## config.mk

```make
export PLATFORM = sky130hd
export DESIGN_NAME = lz77_decoder
export DESIGN_NICKNAME = d
export VERILOG_FILES = /design/src/rtl/lz77_pkg.sv /design/src/rtl/lz77_search_buf.sv /design/src/rtl/lz77_decoder.sv
export SDC_FILE = /design/constraint.sdc
export NUM_CORES = 1
export LEC_CHECK = 0
export BUFFER_PORTS_ARGS = -buffer_cell sky130_fd_sc_hd__buf_2
export CAP_MARGIN = 10
export CORE_UTILIZATION = 60
export DETAILED_ROUTE_END_ITERATION = 7
export GPL_ROUTABILITY_DRIVEN = 0
export MAX_ROUTING_LAYER = met4
export PLACE_DENSITY = 0.79
export RECOVER_POWER = 25
export SLEW_MARGIN = 5
export SYNTH_ARGS = -nofsm -noshare
export SYNTH_HDL_FRONTEND = slang
export SYNTH_SLANG_ARGS = --single-unit
```

## constraint.sdc

```tcl
create_clock -name clk -period 4.2 [get_ports clk]
set_clock_uncertainty 0.1 [all_clocks]
set_input_delay 0.63 -clock clk [delete_from_list [all_inputs] [get_ports clk]]
set_output_delay 0.63 -clock clk [all_outputs]
set_load 0.005 [all_outputs]
```

## src/rtl/lz77_pkg.sv

```systemverilog
// Shared LZ77 link constants and state encoding, used by both encoder and decoder.
package lz77_pkg;

  localparam int SB_DEPTH = 9;
  localparam int CHAR_W   = 8;
  localparam int POS_W    = 4;
  localparam int LEN_W    = 3;

  localparam logic [CHAR_W-1:0] EOF_CHAR = 8'h24;
  localparam logic [CHAR_W-1:0] SB_INIT  = 8'hFF;

  typedef enum logic [1:0] {
    IDLE = 2'd0,
    COPY = 2'd1,
    LIT  = 2'd2,
    DONE = 2'd3
  } lz77_state_e;

  // Offsets beyond the oldest entry are pinned to the oldest entry.
  function automatic logic [POS_W-1:0] clamp_pos(input logic [POS_W-1:0] pos);
    if (pos > POS_W'(SB_DEPTH - 1)) begin
      return POS_W'(SB_DEPTH - 1);
    end else begin
      return pos;
    end
  endfunction

endpackage

```

## src/rtl/lz77_search_buf.sv

```systemverilog
// Search buffer: shift register of recently emitted characters, newest at the top index,
// with a combinational read port addressed by offset from the newest entry.
module lz77_search_buf
  import lz77_pkg::*;
(
  input  logic              clk,
  input  logic              reset,
  input  logic              shift_en,
  input  logic [CHAR_W-1:0] shift_data,
  input  logic [POS_W-1:0]  pos,
  output logic [CHAR_W-1:0] rd_data
);

  logic [CHAR_W-1:0] sb_r [SB_DEPTH];
  logic [POS_W-1:0]  idx_s;

  // Shift a new character in at the newest end; the oldest one falls off.
  always_ff @(posedge clk or posedge reset) begin
    if (reset) begin
      for (int i = 0; i < SB_DEPTH; i++) begin
        sb_r[i] <= SB_INIT;
      end
    end else if (shift_en) begin
      for (int i = 0; i < SB_DEPTH - 1; i++) begin
        sb_r[i] <= sb_r[i+1];
      end
      sb_r[SB_DEPTH-1] <= shift_data;
    end
  end

  // Offset 0 addresses the newest entry; out-of-range offsets read the oldest.
  always_comb begin
    if (pos > POS_W'(SB_DEPTH - 1)) begin
      idx_s = POS_W'(0);
    end else begin
      idx_s = POS_W'(SB_DEPTH - 1) - pos;
    end
    rd_data = sb_r[idx_s];
  end

endmodule

```

## src/rtl/lz77_decoder.sv

```systemverilog
// LZ77 decoder: expands (offset, length, literal) triples into a byte stream.
// Optional LZ77_DEC_CHK_EN adds a sticky err output for offsets that reach past the history.
module lz77_decoder
  import lz77_pkg::*;
(
  input  logic              clk,
  input  logic              reset,
  input  logic              in_valid,
  output logic              in_ready,
  input  logic [POS_W-1:0]  code_pos,
  input  logic [LEN_W-1:0]  code_len,
  input  logic [CHAR_W-1:0] chardata,
  output logic              out_valid,
  output logic [CHAR_W-1:0] char_nxt,
  output logic              encode,
  output logic              finish
`ifdef LZ77_DEC_CHK_EN
  ,
  output logic              err
`endif
);

  lz77_state_e       state_r;
  logic [POS_W-1:0]  pos_r;
  logic [LEN_W-1:0]  rem_r;
  logic [CHAR_W-1:0] lit_r;
  logic [CHAR_W-1:0] sb_rd_s;
  logic [CHAR_W-1:0] shift_data_s;
  logic              shift_en_s;
  logic              accept_s;

  assign encode   = 1'b0;
  assign in_ready = (state_r == IDLE) && !reset;
  assign accept_s = in_ready && in_valid;

  lz77_search_buf u_sb (
    .clk        (clk),
    .reset      (reset),
    .shift_en   (shift_en_s),
    .shift_data (shift_data_s),
    .pos        (pos_r),
    .rd_data    (sb_rd_s)
  );

  // Every emitted character, copied or literal, is also pushed into the history.
  always_comb begin
    shift_en_s   = 1'b0;
    shift_data_s = lit_r;
    case (state_r)
      COPY: begin
        shift_en_s   = 1'b1;
        shift_data_s = sb_rd_s;
      end
      LIT: begin
        shift_en_s   = 1'b1;
        shift_data_s = lit_r;
      end
      default: begin
        shift_en_s   = 1'b0;
        shift_data_s = lit_r;
      end
    endcase
  end

  // Triple sequencing FSM with registered character output.
  always_ff @(posedge clk or posedge reset) begin
    if (reset) begin
      state_r   <= IDLE;
      pos_r     <= POS_W'(0);
      rem_r     <= LEN_W'(0);
      lit_r     <= CHAR_W'(0);
      out_valid <= 1'b0;
      char_nxt  <= CHAR_W'(0);
      finish    <= 1'b0;
    end else begin
      case (state_r)
        IDLE: begin
          out_valid <= 1'b0;
          if (accept_s) begin
            pos_r   <= clamp_pos(code_pos);
            rem_r   <= code_len;
            lit_r   <= chardata;
            state_r <= (code_len != LEN_W'(0)) ? COPY : LIT;
          end
        end
        COPY: begin
          char_nxt  <= sb_rd_s;
          out_valid <= 1'b1;
          rem_r     <= rem_r - LEN_W'(1);
          if (rem_r == LEN_W'(1)) begin
            state_r <= LIT;
          end
        end
        LIT: begin
          char_nxt  <= lit_r;
          out_valid <= 1'b1;
          if (lit_r == EOF_CHAR) begin
            finish  <= 1'b1;
            state_r <= DONE;
          end else begin
            state_r <= IDLE;
          end
        end
        DONE: begin
          out_valid <= 1'b0;
        end
        default: begin
          out_valid <= 1'b0;
          state_r   <= IDLE;
        end
      endcase
    end
  end

`ifdef LZ77_DEC_CHK_EN
  logic [POS_W-1:0] fill_r;
  logic             bad_ref_s;

  // A copy may only reference characters that were actually emitted since reset.
  always_comb begin
    if (code_pos > POS_W'(SB_DEPTH - 1)) begin
      bad_ref_s = 1'b1;
    end else if ((code_len != LEN_W'(0)) && (code_pos >= fill_r)) begin
      bad_ref_s = 1'b1;
    end else begin
      bad_ref_s = 1'b0;
    end
  end

  // History fill level (saturating) and the sticky error flag.
  always_ff @(posedge clk or posedge reset) begin
    if (reset) begin
      fill_r <= POS_W'(0);
      err    <= 1'b0;
    end else begin
      if (shift_en_s && (fill_r < POS_W'(SB_DEPTH))) begin
        fill_r <= fill_r + POS_W'(1);
      end
      if (accept_s && bad_ref_s) begin
        err <= 1'b1;
      end
    end
  end
`endif

endmodule

```

==> results of run 1 <==
## per-stage QoR
step           worst slack, ns  cells  hold slack, ns   util  area [um^2]
6_report                  1.50    487           0.381  0.672         5200
5_1_grt                  0.937    487           0.384  0.672         5200
4_1_cts                   1.56    487           0.204  0.673         5200
3_5_place_dp              1.58    471           0.360  0.650         5020
3_3_place_gp              1.71    471           0.356  0.650         5020
2_1_floorplan            0.999    359           0.361      -         4820
## path summary, 6_finish.rpt
| kind | startpoint | to | slack, ns | depth (start not counted) |
|---|---|---|---|---|
| max reg2reg | pos_r[0]$_DFFE_PP0P_ | char_nxt[3]$_DFFE_PP0N_ | 1.56 | 7 |
| min reg2reg | finish$_DFFE_PP0P_ | finish$_DFFE_PP0P_ | 0.38 | 1 |
| min | finish$_DFFE_PP0P_ | finish$_DFFE_PP0P_ | 0.38 | 1 |
| max in group clk | pos_r[0]$_DFFE_PP0P_ | char_nxt[3]$_DFFE_PP0N_ | 1.56 | 7 |
| max | reset | pos_r[3]$_DFFE_PP0P_ | 1.50 | 3 |
| min in group asynchronous | reset | rem_r[2]$_DFFE_PP0P_ | 0.48 | 2 |
## worst max-delay path, cell delays in order
cell	delay (ns)
sky130_fd_sc_hd__clkbuf_1	0.10
sky130_fd_sc_hd__clkinvlp_2	0.84
sky130_fd_sc_hd__clkbuf_1	1.21
## cells in the final DEF (no fill, tap or decap), types with 2 or more instances in the layout
master,count
sky130_fd_sc_hd__mux2_2,75
sky130_fd_sc_hd__dfstp_2,72
sky130_fd_sc_hd__dfrtp_1,27
sky130_fd_sc_hd__buf_2,27
sky130_fd_sc_hd__a31oi_1,15
sky130_fd_sc_hd__o22ai_1,15
sky130_fd_sc_hd__inv_1,14
sky130_fd_sc_hd__nand2_1,14
sky130_fd_sc_hd__nand2b_1,14
sky130_fd_sc_hd__o21ai_0,11
sky130_fd_sc_hd__clkbuf_8,11
sky130_fd_sc_hd__a21oi_1,10
sky130_fd_sc_hd__mux4_2,8
sky130_fd_sc_hd__mux4_1,6
sky130_fd_sc_hd__o211a_1,6
sky130_fd_sc_hd__ha_1,5
sky130_fd_sc_hd__clkbuf_1,5
sky130_fd_sc_hd__o211ai_1,3
sky130_fd_sc_hd__nor2b_1,3
sky130_fd_sc_hd__buf_4,3
sky130_fd_sc_hd__nand3b_1,2
sky130_fd_sc_hd__mux2i_1,2
sky130_fd_sc_hd__and3b_1,2
sky130_fd_sc_hd__a2111oi_0,2
sky130_fd_sc_hd__nor3_1,2
sky130_fd_sc_hd__nor2_1,2
sky130_fd_sc_hd__nor4_1,2
## flip-flops by register name, summed over array words and instances, names as in the netlist
| name | flops |
|---|---|
| pos_r | 4 |
| finish | 1 |
| state_r | 2 |
| u_sb.sb_r | 72 |
| rem_r | 3 |
| char_nxt | 8 |
| out_valid | 1 |
| lit_r | 8 |
## final cells by class
| class | instances | area (um^2) |
|---|---|---|
| inverters | 15 | 57.6 |
| fillers | 585 | 2530 |
| well taps | 102 | 128 |
| clock buffers | 14 | 163 |
| flip-flops and latches | 99 | 2570 |
| clock inverters | 2 | 13.8 |
| repair buffers | 32 | 165 |
| multi-input cells | 223 | 2100 |
## cell families after synthesis
group / count (synthesis)
mux: 92
flops: 99
simple gates: 51
buf+inv: 37
xor+xnor: 1
compound gates: 72
fa+ha+maj: 6
other cells: 1
## metal layers
metal  track usage  part of all wire  vias to the layer above  routed length (um)
li1              -                 -                     1382                   -
met1         0.335              0.45                     1525                4170
met2         0.378              0.48                       79                4440
met4        0.0807             0.020                        0                 180
met3        0.0511             0.045                       16                 417
met5             -                 0                        -                   0
==> PnR_summary.wiki, run 1 <==
{| class="wikitable"
! Metric !! Value
|-
| Setup fix buffers added after clock tree synthesis || 0
|-
| CTS Hold Bufs || 0
|-
| Standard cell core area || 0.00773 mm^2
|-
| Post-route antenna net violation count || 0
|-
| Arrival time reported for the critical path endpoint || 2.80 ns
|-
| Die Span X || 91.6 um
|-
| Critical path endpoint category || asynchronous set/reset pin
|-
| Distinct cell type count of the synthesized netlist || 51
|-
| Fraction of synthesized area in multiplexers || 0.252
|-
| Number of port buffers || 28
|-
| Outcome || finished, violations left
|-
| Number of hold violations in the final report || 0
|-
| Fraction of the mapped netlist area in adder cells || 0.0156
|-
| Most frequent cell after synthesis || sky130_fd_sc_hd__mux2_2
|-
| HPWL after detailed placement || 6.33 mm
|-
| Compound-gate portion of the synthesized area || 0.101
|-
| Yosys Warn Count || 0
|-
| Antenna violations before repair || 0
|-
| Avg Cell Area, Syn || 13.4 um^2
|-
| Number of synthesized register bits || 99
|-
| Count of maximum capacitance violations || 1
|-
| # H-tree levels || 3
|-
| Most area-hungry cell type in the Yosys netlist || sky130_fd_sc_hd__dfstp_2
|-
| Portion of the post-synthesis area used by sequential elements || 0.533
|-
| Global-route congestion overflow total || 0
|-
| Worst skew pair latency || about 0.37 ns
|-
| Number of clock buffers inserted by TritonCTS || 9
|-
| Synth Area in XOR/XNOR || 0.00338
|-
| Antenna cell count || 0
|-
| Most used standard cells in the synthesized netlist || sky130_fd_sc_hd__mux2_2, sky130_fd_sc_hd__dfstp_2, sky130_fd_sc_hd__dfrtp_1
|-
| Largest cells by area after synthesis || sky130_fd_sc_hd__dfstp_2, sky130_fd_sc_hd__mux2_2, sky130_fd_sc_hd__dfrtp_1
|-
| TritonCTS clock tree || yes
|-
| Clock sink count || between 90 and 100
|-
| Effective utilization at floorplan || 0.623
|-
| Main combinational cell family by area after synthesis || multiplexers
|-
| Final Cycle Share || 0.643
|-
| Total number of placement rows || 32
|-
| Failing checks || capacitance limit, slew limit
|-
| Shortest period the worst path allows || 2.70 ns
|-
| Number of optimization iterations in the first detailed-route pass || 4
|-
| Die H || 91.6 um
|-
| Tot GR Track Use || 0.248
|-
| RSZ-0062 raised after global routing || no
|-
| Cell count after synthesis || between 300 and 400
|-
| Synth async-reset ratio || 1.00
|-
| Total count of max-transition violations in the final report || 32
|-
| Area added between synthesis and finish || 7.90%
|-
| Measured slew at the worst slew-check pin || ~1.6 ns
|-
| Total Die Area || 0.00839 mm^2
|-
| Final setup viols || 0
|-
| Area fraction of the dominant cell type after synthesis || 0.393
|-
| Share of synthesized cell area in and, or, nand and nor gates || 0.0616
|-
| DRT iter0 DRCs || 161
|-
| Vias after detailed routing || between 3,000 and 4,000
|-
| Required time of the worst setup path || 4.30 ns
|-
| Total length of routed wires || just over 9 mm
|-
| F_max || 0.370 GHz
|-
| Relative slew margins || -0.0510
|-
| Final routed wire length divided by cell count || 18.9 um
|-
| DRC errors left || 0
|-
| Post-synth EDFFs || 0
|-
| Largest driver fanout on the critical path || 34
|-
| Top FF cell, synth || sky130_fd_sc_hd__dfstp_2
|-
| Worst-case clock buffer depth || 2
|-
| Accumulated negative setup slack || 0 ns
|-
| Clock-pin slew on the worst setup and hold paths || about 0.09 ns
|-
| Layout cell share with drive strength beyond 1 || 0.538
|-
| Crit path kind || input port to asynchronous set/reset pin
|-
| Number of nets in the finished design || 404
|-
| Number of cells upsized or downsized after cts || 0
|-
| Crit path launch type || input port
|-
| Kind of path behind the tightest hold check || register to register
|-
| Vias in the first global route || 3,032
|-
| Largest net degree at the start of global routing || 56
|-
| Post-synthesis instance area || 0.00482 mm^2
|-
| Synthesized net count || approximately 380
|-
| Global-route wire length before repair || 15.3 mm
|-
| Via-to-Cell Ratio || 6.16
|-
| Buffer cell driving the clock tree root || sky130_fd_sc_hd__clkbuf_8
|-
| Number of top-level pins || 30
|}
Power of run 1 is not shown: default switching activity piles up to over one toggle a cycle in this logic, so the estimate is an artifact.
==> run 2, diff against run 1 <==
Settings changed: ABC_AREA set to 1, CORE_UTILIZATION 60 to 61, PLACE_DENSITY 0.79 to 0.8.
Clock period 4.2 ns to 2.75 ns, I/O delays scaled along.
==> run 2 against run 1 <==
The run now ends clean. Register-to-register slack worse by 1.2 ns. Sequential share of layout area is 1.1 points lower. Synthesized area is 2.7% higher. Wire length is 12% higher. Clock-buffer cell count is 5 lower. Global-route usage is 2.5 points higher. Via count is 34% higher. Flip-flop and latch count stayed put. Critical path depth is 8 higher. Synthesized cell count is 72% higher. Highest routed layer unchanged.
==> PnR_summary.wiki, run 2 <==
{| class="wikitable"
! Metric !! Value
|-
| Post-route antenna net violation count || 0
|-
| Cell count after synthesis || 619
|-
| R2r setup slk || 0.40 ns
|-
| Top FF cell, synth || sky130_fd_sc_hd__dfstp_2
|-
| Final setup viols || 0
|-
| Worst-case clock buffer depth || 2
|-
| Most common cell after layout, fill and taps aside || sky130_fd_sc_hd__nand2_1
|-
| Most frequent cell after synthesis || sky130_fd_sc_hd__nand2_1
|-
| DRT iter0 DRCs || 285
|-
| Placed Area || around 0.0051 mm^2
|-
| Shortest period the worst path allows || 2.35 ns
|-
| Worst skew pair latency || 0.37 ns
|-
| RSZ-0062 raised after global routing || no
|-
| Capture instance of the worst register-to-register path || char_nxt[2]$_DFFE_PP0N_
|-
| Largest net degree at the start of global routing || 86
|-
| Global-route wire length before repair || between 15 and 20 mm
|-
| Total count of max-transition violations in the final report || 0
|-
| Biggest registers after layout || u_sb.sb_r x72, char_nxt x8, lit_r x8
|-
| Synthesized net count || roughly 640
|-
| HPWL after detailed placement || 6.96 mm
|-
| Number of port buffers || 28
|-
| Die Span X || 92.0 um
|-
| Relative slew margins || 0.0752
|-
| P per Cell Area || 1420 mW/mm^2
|-
| Total length of routed wires || 10.3 mm
|-
| Antenna cell count || 0
|-
| TritonCTS clock tree || yes
|-
| Total Die Area || 0.00847 mm^2
|-
| Antenna violations before repair || 0
|-
| Final routed wire length divided by cell count || ~14 um
|-
| Via-to-Cell Ratio || around 5.4
|-
| Final Cycle Share || 0.855
|-
| Arrival time reported for the critical path endpoint || 2.52 ns
|-
| Number of top-level pins || 30
|-
| Required time of the worst setup path || about 3 ns
|-
| Commonest non-fill, non-tap cells in the layout || sky130_fd_sc_hd__nand2_1, sky130_fd_sc_hd__o21ai_0, sky130_fd_sc_hd__dfstp_2, sky130_fd_sc_hd__inv_1, sky130_fd_sc_hd__nand3_1
|-
| Yosys Warn Count || 0
|-
| Largest cells by area after synthesis || sky130_fd_sc_hd__dfstp_2, sky130_fd_sc_hd__nand2_1, sky130_fd_sc_hd__dfrtp_1
|-
| Leakage power total || 2.45 nW
|-
| Area added between synthesis and finish || 7.57%
|-
| Accumulated negative setup slack || 0 ns
|-
| Number of clock buffers inserted by TritonCTS || 9
|-
| Register with the most flip-flops || u_sb.sb_r
|-
| # H-tree levels || 3
|-
| Launching element of the worst setup path || pos_r[0]$_DFFE_PP0P_
|-
| DRC errors left || 0
|-
| Hold slack final || 0.139 ns
|-
| Largest driver fanout on the critical path || 13
|-
| Post-route cell area || around 0.0053 mm^2
|-
| Crit path launch type || register
|-
| Vias in the first global route || slightly below 4,000
|-
| Avg Cell Area, Syn || 7.99 um^2
|-
| Measured slew at the worst slew-check pin || 1.38 ns
|-
| CTS Hold Bufs || 0
|-
| Number of cells upsized or downsized after cts || 0
|-
| Number of synthesized register bits || 99
|-
| Number of hold violations in the final report || 0
|-
| Outcome || completed
|-
| Worst vdd ir || 1160 uV
|-
| Clock-pin slew on the worst setup and hold paths || 0.10 ns
|-
| Number of optimization iterations in the first detailed-route pass || 5
|-
| Hold Path Depth || 3
|-
| Setup fix buffers added after clock tree synthesis || 0
|-
| Most used standard cells in the synthesized netlist || sky130_fd_sc_hd__nand2_1, sky130_fd_sc_hd__o21ai_0, sky130_fd_sc_hd__dfstp_2
|-
| Tot GR Track Use || 0.272
|-
| Critical R2R Launch || pos_r[0]$_DFFE_PP0P_
|-
| Synth async-reset ratio || 1.00
|-
| Max reg flops || between 70 and 80
|-
| Standard cell core area || 0.00777 mm^2
|-
| Total number of placement rows || 32
|-
| Layout cell share with drive strength beyond 1 || 0.219
|-
| Clock sink count || 99
|-
| Most area-hungry cell type in the Yosys netlist || sky130_fd_sc_hd__dfstp_2
|-
| Effective utilization at floorplan || 0.637
|-
| Kind of path behind the tightest hold check || input port to register
|-
| Crit path kind || register to register
|-
| Post-synth EDFFs || 0
|-
| Portion of the post-synthesis area used by sequential elements || 0.519
|-
| Number of nets in the finished design || 659
|-
| Worst reg-to-reg path cell count || 11
|-
| Vias after detailed routing || ~4,000
|-
| Die H || between 90 and 100 um
|-
| F_max || 0.425 GHz
|-
| Timing endpoint of the critical path || char_nxt[2]$_DFFE_PP0N_
|-
| Global-route congestion overflow total || 0
|-
| Post-synthesis instance area || 0.00494 mm^2
|-
| Distinct cell type count of the synthesized netlist || 31
|-
| Buffer cell driving the clock tree root || sky130_fd_sc_hd__clkbuf_8
|-
| Critical path endpoint category || register
|-
| Count of maximum capacitance violations || 0
|-
| Area fraction of the dominant cell type after synthesis || 0.383
|}
run 2: changes by cell type in the layout (fill, tap and decap cells not counted), moves of 42 or more:
cell / previous run / this run
sky130_fd_sc_hd__nand3_1: 1 / 46
sky130_fd_sc_hd__mux2_2: 75 / 0
sky130_fd_sc_hd__o21ai_0: 11 / 74
sky130_fd_sc_hd__inv_1: 14 / 56
sky130_fd_sc_hd__nand2_1: 14 / 230
run 2: per-layer routing:
layer  global-route usage  up-vias  wire, um
li1                     -     2007         -
met1                0.379     1875      4850
met2                0.412      120      4820
met3               0.0489       12       501
met4               0.0807        0       104
met5                    -        -         0
run 2: final cells by class:
type	count	area [um^2]
clock buffers	9	124
clock inverters	7	73.8
fillers	629	2450
inverters	64	244
multi-input cells	424	1970
flip-flops and latches	99	2570
well taps	102	128
repair buffers	37	216
run 2: logic make-up (layout without fill, tap and decap cells):
family,after synthesis,count (layout),synth area share
compound gates,125,125,0.137
fa+ha+maj,6,6,0.0152
buf+inv,96,117,0.0838
flops,99,99,0.519
other cells,1,1,0.000758
simple gates,292,292,0.244
run 2: worst min-delay path by stage:
| stage | from | to |
|---|---|---|
| floorplan | u_sb.sb_r[12]$_DFFE_PP1N_ | u_sb.sb_r[12]$_DFFE_PP1N_ |
| global placement | finish$_DFFE_PP0P_ | finish$_DFFE_PP0P_ |
| detailed placement | u_sb.sb_r[41]$_DFFE_PP1N_ | u_sb.sb_r[41]$_DFFE_PP1N_ |
| CTS | reset | pos_r[1]$_DFFE_PP0P_ |
| global route | chardata[4] | lit_r[4]$_DFFE_PP0P_ |
| finish | chardata[5] | lit_r[5]$_DFFE_PP0P_ |
run 2: through the flow:
stage,utilization,cells,power [mW],setup WS (ns)
6_report,0.685,742,7.53,0.398
5_1_grt,0.685,742,8.20,0.216
4_1_cts,0.687,742,7.53,0.426
3_5_place_dp,0.662,726,6.56,0.446
3_3_place_gp,0.662,726,6.39,0.533
2_1_floorplan,-,619,5.68,0.836
run 2: worst max-delay path: stages (launching register included):
cell,delay [ns]
sky130_fd_sc_hd__dfrtp_1,0.52
sky130_fd_sc_hd__inv_2,0.09
sky130_fd_sc_hd__ha_1,0.25
sky130_fd_sc_hd__nand2_2,0.13
sky130_fd_sc_hd__nand3_1,0.39
sky130_fd_sc_hd__buf_4,0.34
sky130_fd_sc_hd__nand3_1,0.09
sky130_fd_sc_hd__nand2_1,0.06
sky130_fd_sc_hd__nand2_1,0.06
sky130_fd_sc_hd__nand2_1,0.07
sky130_fd_sc_hd__nand2_1,0.08
sky130_fd_sc_hd__a21oi_2,0.06
run 2: where the power goes:
group / internal (mW) / leakage [nW] / switching [mW]
combinational: 1.23 / 1.27 / 2.59
clock: 0.426 / 0.0966 / 0.528
sequential: 2.39 / 1.08 / 0.370
total: 4.04 / 2.45 / 3.49
No activity file was read; power rests on OpenSTA's default activity.
==> run 3, diff against run 2 <==
Settings changed: ABC_AREA 1 to 0, CORE_UTILIZATION 61 to 60, PLACE_DENSITY 0.8 to 0.79.
==> run 3 against run 2 <==
Core utilization fell by 0.28 points. Maximum frequency fell by 11%. First-iteration DRC count fell by 15%. Worst setup slack got worse by 0.28 ns. Critical endpoint is now char_nxt[3]$_DFFE_PP0N_. Sequential share of layout area rose by 0.45 points. Register-to-register slack got worse by 0.28 ns. Non-clock buffer count rose by 3.
==> PnR_summary.wiki, run 3 (synthesis gave the netlist of run 1 again) <==
{| class="wikitable"
! Metric !! Value
|-
| Outcome || completed
|-
| Number of port buffers || 28
|-
| Total Die Area || 0.00839 mm^2
|-
| Max reg flops || 72
|-
| Number of hold violations in the final report || 0
|-
| Maximum single-stage delay on the critical path || 0.48 ns
|-
| Worst-case clock buffer depth || 2
|-
| Global-route wire length before repair || 15.9 mm
|-
| Met2 routing resource usage after global routing || 0.421
|-
| Clock sink count || 99
|-
| Required time of the worst setup path || approximately 2.8 ns
|-
| Die Span X || around 90 um
|-
| # H-tree levels || 3
|-
| Largest driver fanout on the critical path || 9
|-
| Number of clock buffers inserted by TritonCTS || 9
|-
| Tot GR Track Use || 0.258
|-
| Vias in the first global route || ~3,200
|-
| Register with the most flip-flops || u_sb.sb_r
|-
| Number of nets in the finished design || just over 400
|-
| Largest net degree at the start of global routing || 48
|-
| CTS Hold Bufs || 0
|-
| Setup fix buffers added after clock tree synthesis || 0
|-
| Worst-path cell chain || inv_1 -> ha_1 -> xor2_2 -> or2_1 -> mux4_1 -> a21oi_1 -> a31oi_1
|-
| Measured slew at the worst slew-check pin || 1.28 ns
|-
| Critical path endpoint category || register
|-
| Die H || 91.6 um
|-
| Biggest registers after layout || u_sb.sb_r x72, char_nxt x8, lit_r x8
|-
| Clock-pin slew on the worst setup and hold paths || 0.10 ns
|-
| Total number of placement rows || 32
|-
| Accumulated negative setup slack || 0 ns
|-
| Commonest non-fill, non-tap cells in the layout || sky130_fd_sc_hd__mux2_2, sky130_fd_sc_hd__dfstp_2, sky130_fd_sc_hd__dfrtp_1, sky130_fd_sc_hd__buf_2
|-
| Layout cell share with drive strength beyond 1 || 0.550
|-
| Final core utilization || 0.682
|-
| Most common cell after layout, fill and taps aside || sky130_fd_sc_hd__mux2_2
|-
| TritonCTS clock tree || yes
|-
| Crit path kind || register to register
|-
| Number of top-level pins || 30
|-
| Final setup viols || 0
|-
| Worst reg-to-reg path cell count || 7
|-
| Least setup slack across all paths after layout || 0.118 ns
|-
| Most crowded layer after global routing || met2
|-
| F_max || ~0.38 GHz
|-
| Final Cycle Share || 0.957
|-
| Sequential cell area || roughly 0.0026 mm^2
|-
| Global routing met1 resource utilization || 0.330
|-
| Via-to-Cell Ratio || 6.15
|-
| R2r setup slk || roughly 0.12 ns
|-
| Critical R2R Launch || pos_r[1]$_DFFE_PP0P_
|-
| Multi-input gate area || 0.00210 mm^2
|-
| Arrival time reported for the critical path endpoint || 2.72 ns
|-
| HPWL after detailed placement || 6.56 mm
|-
| Launching element of the worst setup path || pos_r[1]$_DFFE_PP0P_
|-
| RSZ-0062 raised after global routing || no
|-
| Antenna cell count || 0
|-
| Relative slew margins || 0.143
|-
| Vias after detailed routing || 3,045
|-
| DRC errors left || 0
|-
| Shortest period the worst path allows || about 2.6 ns
|-
| Post-route antenna net violation count || 0
|-
| Kind of path behind the tightest hold check || input port to register
|-
| Hold Path Depth || 2
|-
| Number of cells upsized or downsized after cts || 0
|-
| Worst skew pair latency || approximately 0.36 ns
|-
| Final routed wire length divided by cell count || 19.4 um
|-
| Total length of routed wires || 9.62 mm
|-
| Global-route congestion overflow total || 0
|-
| Antenna violations before repair || 0
|-
| Critical-path top delay cell || sky130_fd_sc_hd__or2_1
|-
| Filler cell count || 557
|-
| Buffer cell driving the clock tree root || sky130_fd_sc_hd__clkbuf_8
|-
| Total count of max-transition violations in the final report || 0
|-
| Startpoint of the tightest hold check path || chardata[1]
|-
| Standard cell core area || slightly below 0.008 mm^2
|-
| Crit path launch type || register
|-
| Post-placement worst setup slack || 0.242 ns
|-
| Count of maximum capacitance violations || 0
|-
| Area added between synthesis and finish || 9.43%
|-
| Met3 global-route usage || 0.0486
|-
| Effective utilization at floorplan || 0.623
|-
| Number of optimization iterations in the first detailed-route pass || 4
|-
| DRT iter0 DRCs || 241
|}
-- run 3: per-stage QoR --
stage | instance area [um^2] | hold WS, ns | instances
final | 5270 | 0.190 | 495
after global routing | 5270 | 0.183 | 495
after CTS | 5290 | 0.0588 | 495
after detailed placement | 5100 | 0.379 | 479
after global placement | 5100 | 0.371 | 479
after floorplan | 4820 | 0.361 | 359
-- run 3: final timing paths --
path,end
worst max-delay path,char_nxt[3]$_DFFE_PP0N_
worst min-delay path,lit_r[1]$_DFFE_PP0P_
worst max register to register,char_nxt[3]$_DFFE_PP0N_
worst min register to register,finish$_DFFE_PP0P_
max in group asynchronous,char_nxt[3]$_DFFE_PP0N_
min in group asynchronous,out_valid$_DFF_PP0_
-- run 3: critical path: cells and delay by family (launching register included) --
| family | cells | cell delay, ns |
|---|---|---|
| flops | 1 | 0.46 |
| xor+xnor | 1 | 0.32 |
| simple gates | 1 | 0.48 |
| fa+ha+maj | 1 | 0.27 |
| compound gates | 2 | 0.37 |
| mux | 1 | 0.38 |
| buf+inv | 1 | 0.09 |
-- run 3: layout make-up --
class / count / share of cell area
Tap cell: 102 / 0.0242
Clock inverter: 3 / 0.00760
Timing Repair Buffer: 40 / 0.0430
Multi-Input combinational cell: 223 / 0.399
Clock buffer: 13 / 0.0283
Inverter: 15 / 0.0109
Sequential cell: 99 / 0.487
-- run 3: per-layer routing --
metal / wire, um / share of wire / vias up
met5: 0 / 0 / -
met4: 174 / 0.018 / 0
met3: 443 / 0.046 / 10
met2: 4860 / 0.51 / 80
met1: 4140 / 0.43 / 1561
li1: - / - / 1394
Power of run 3 is left out for the same reason.
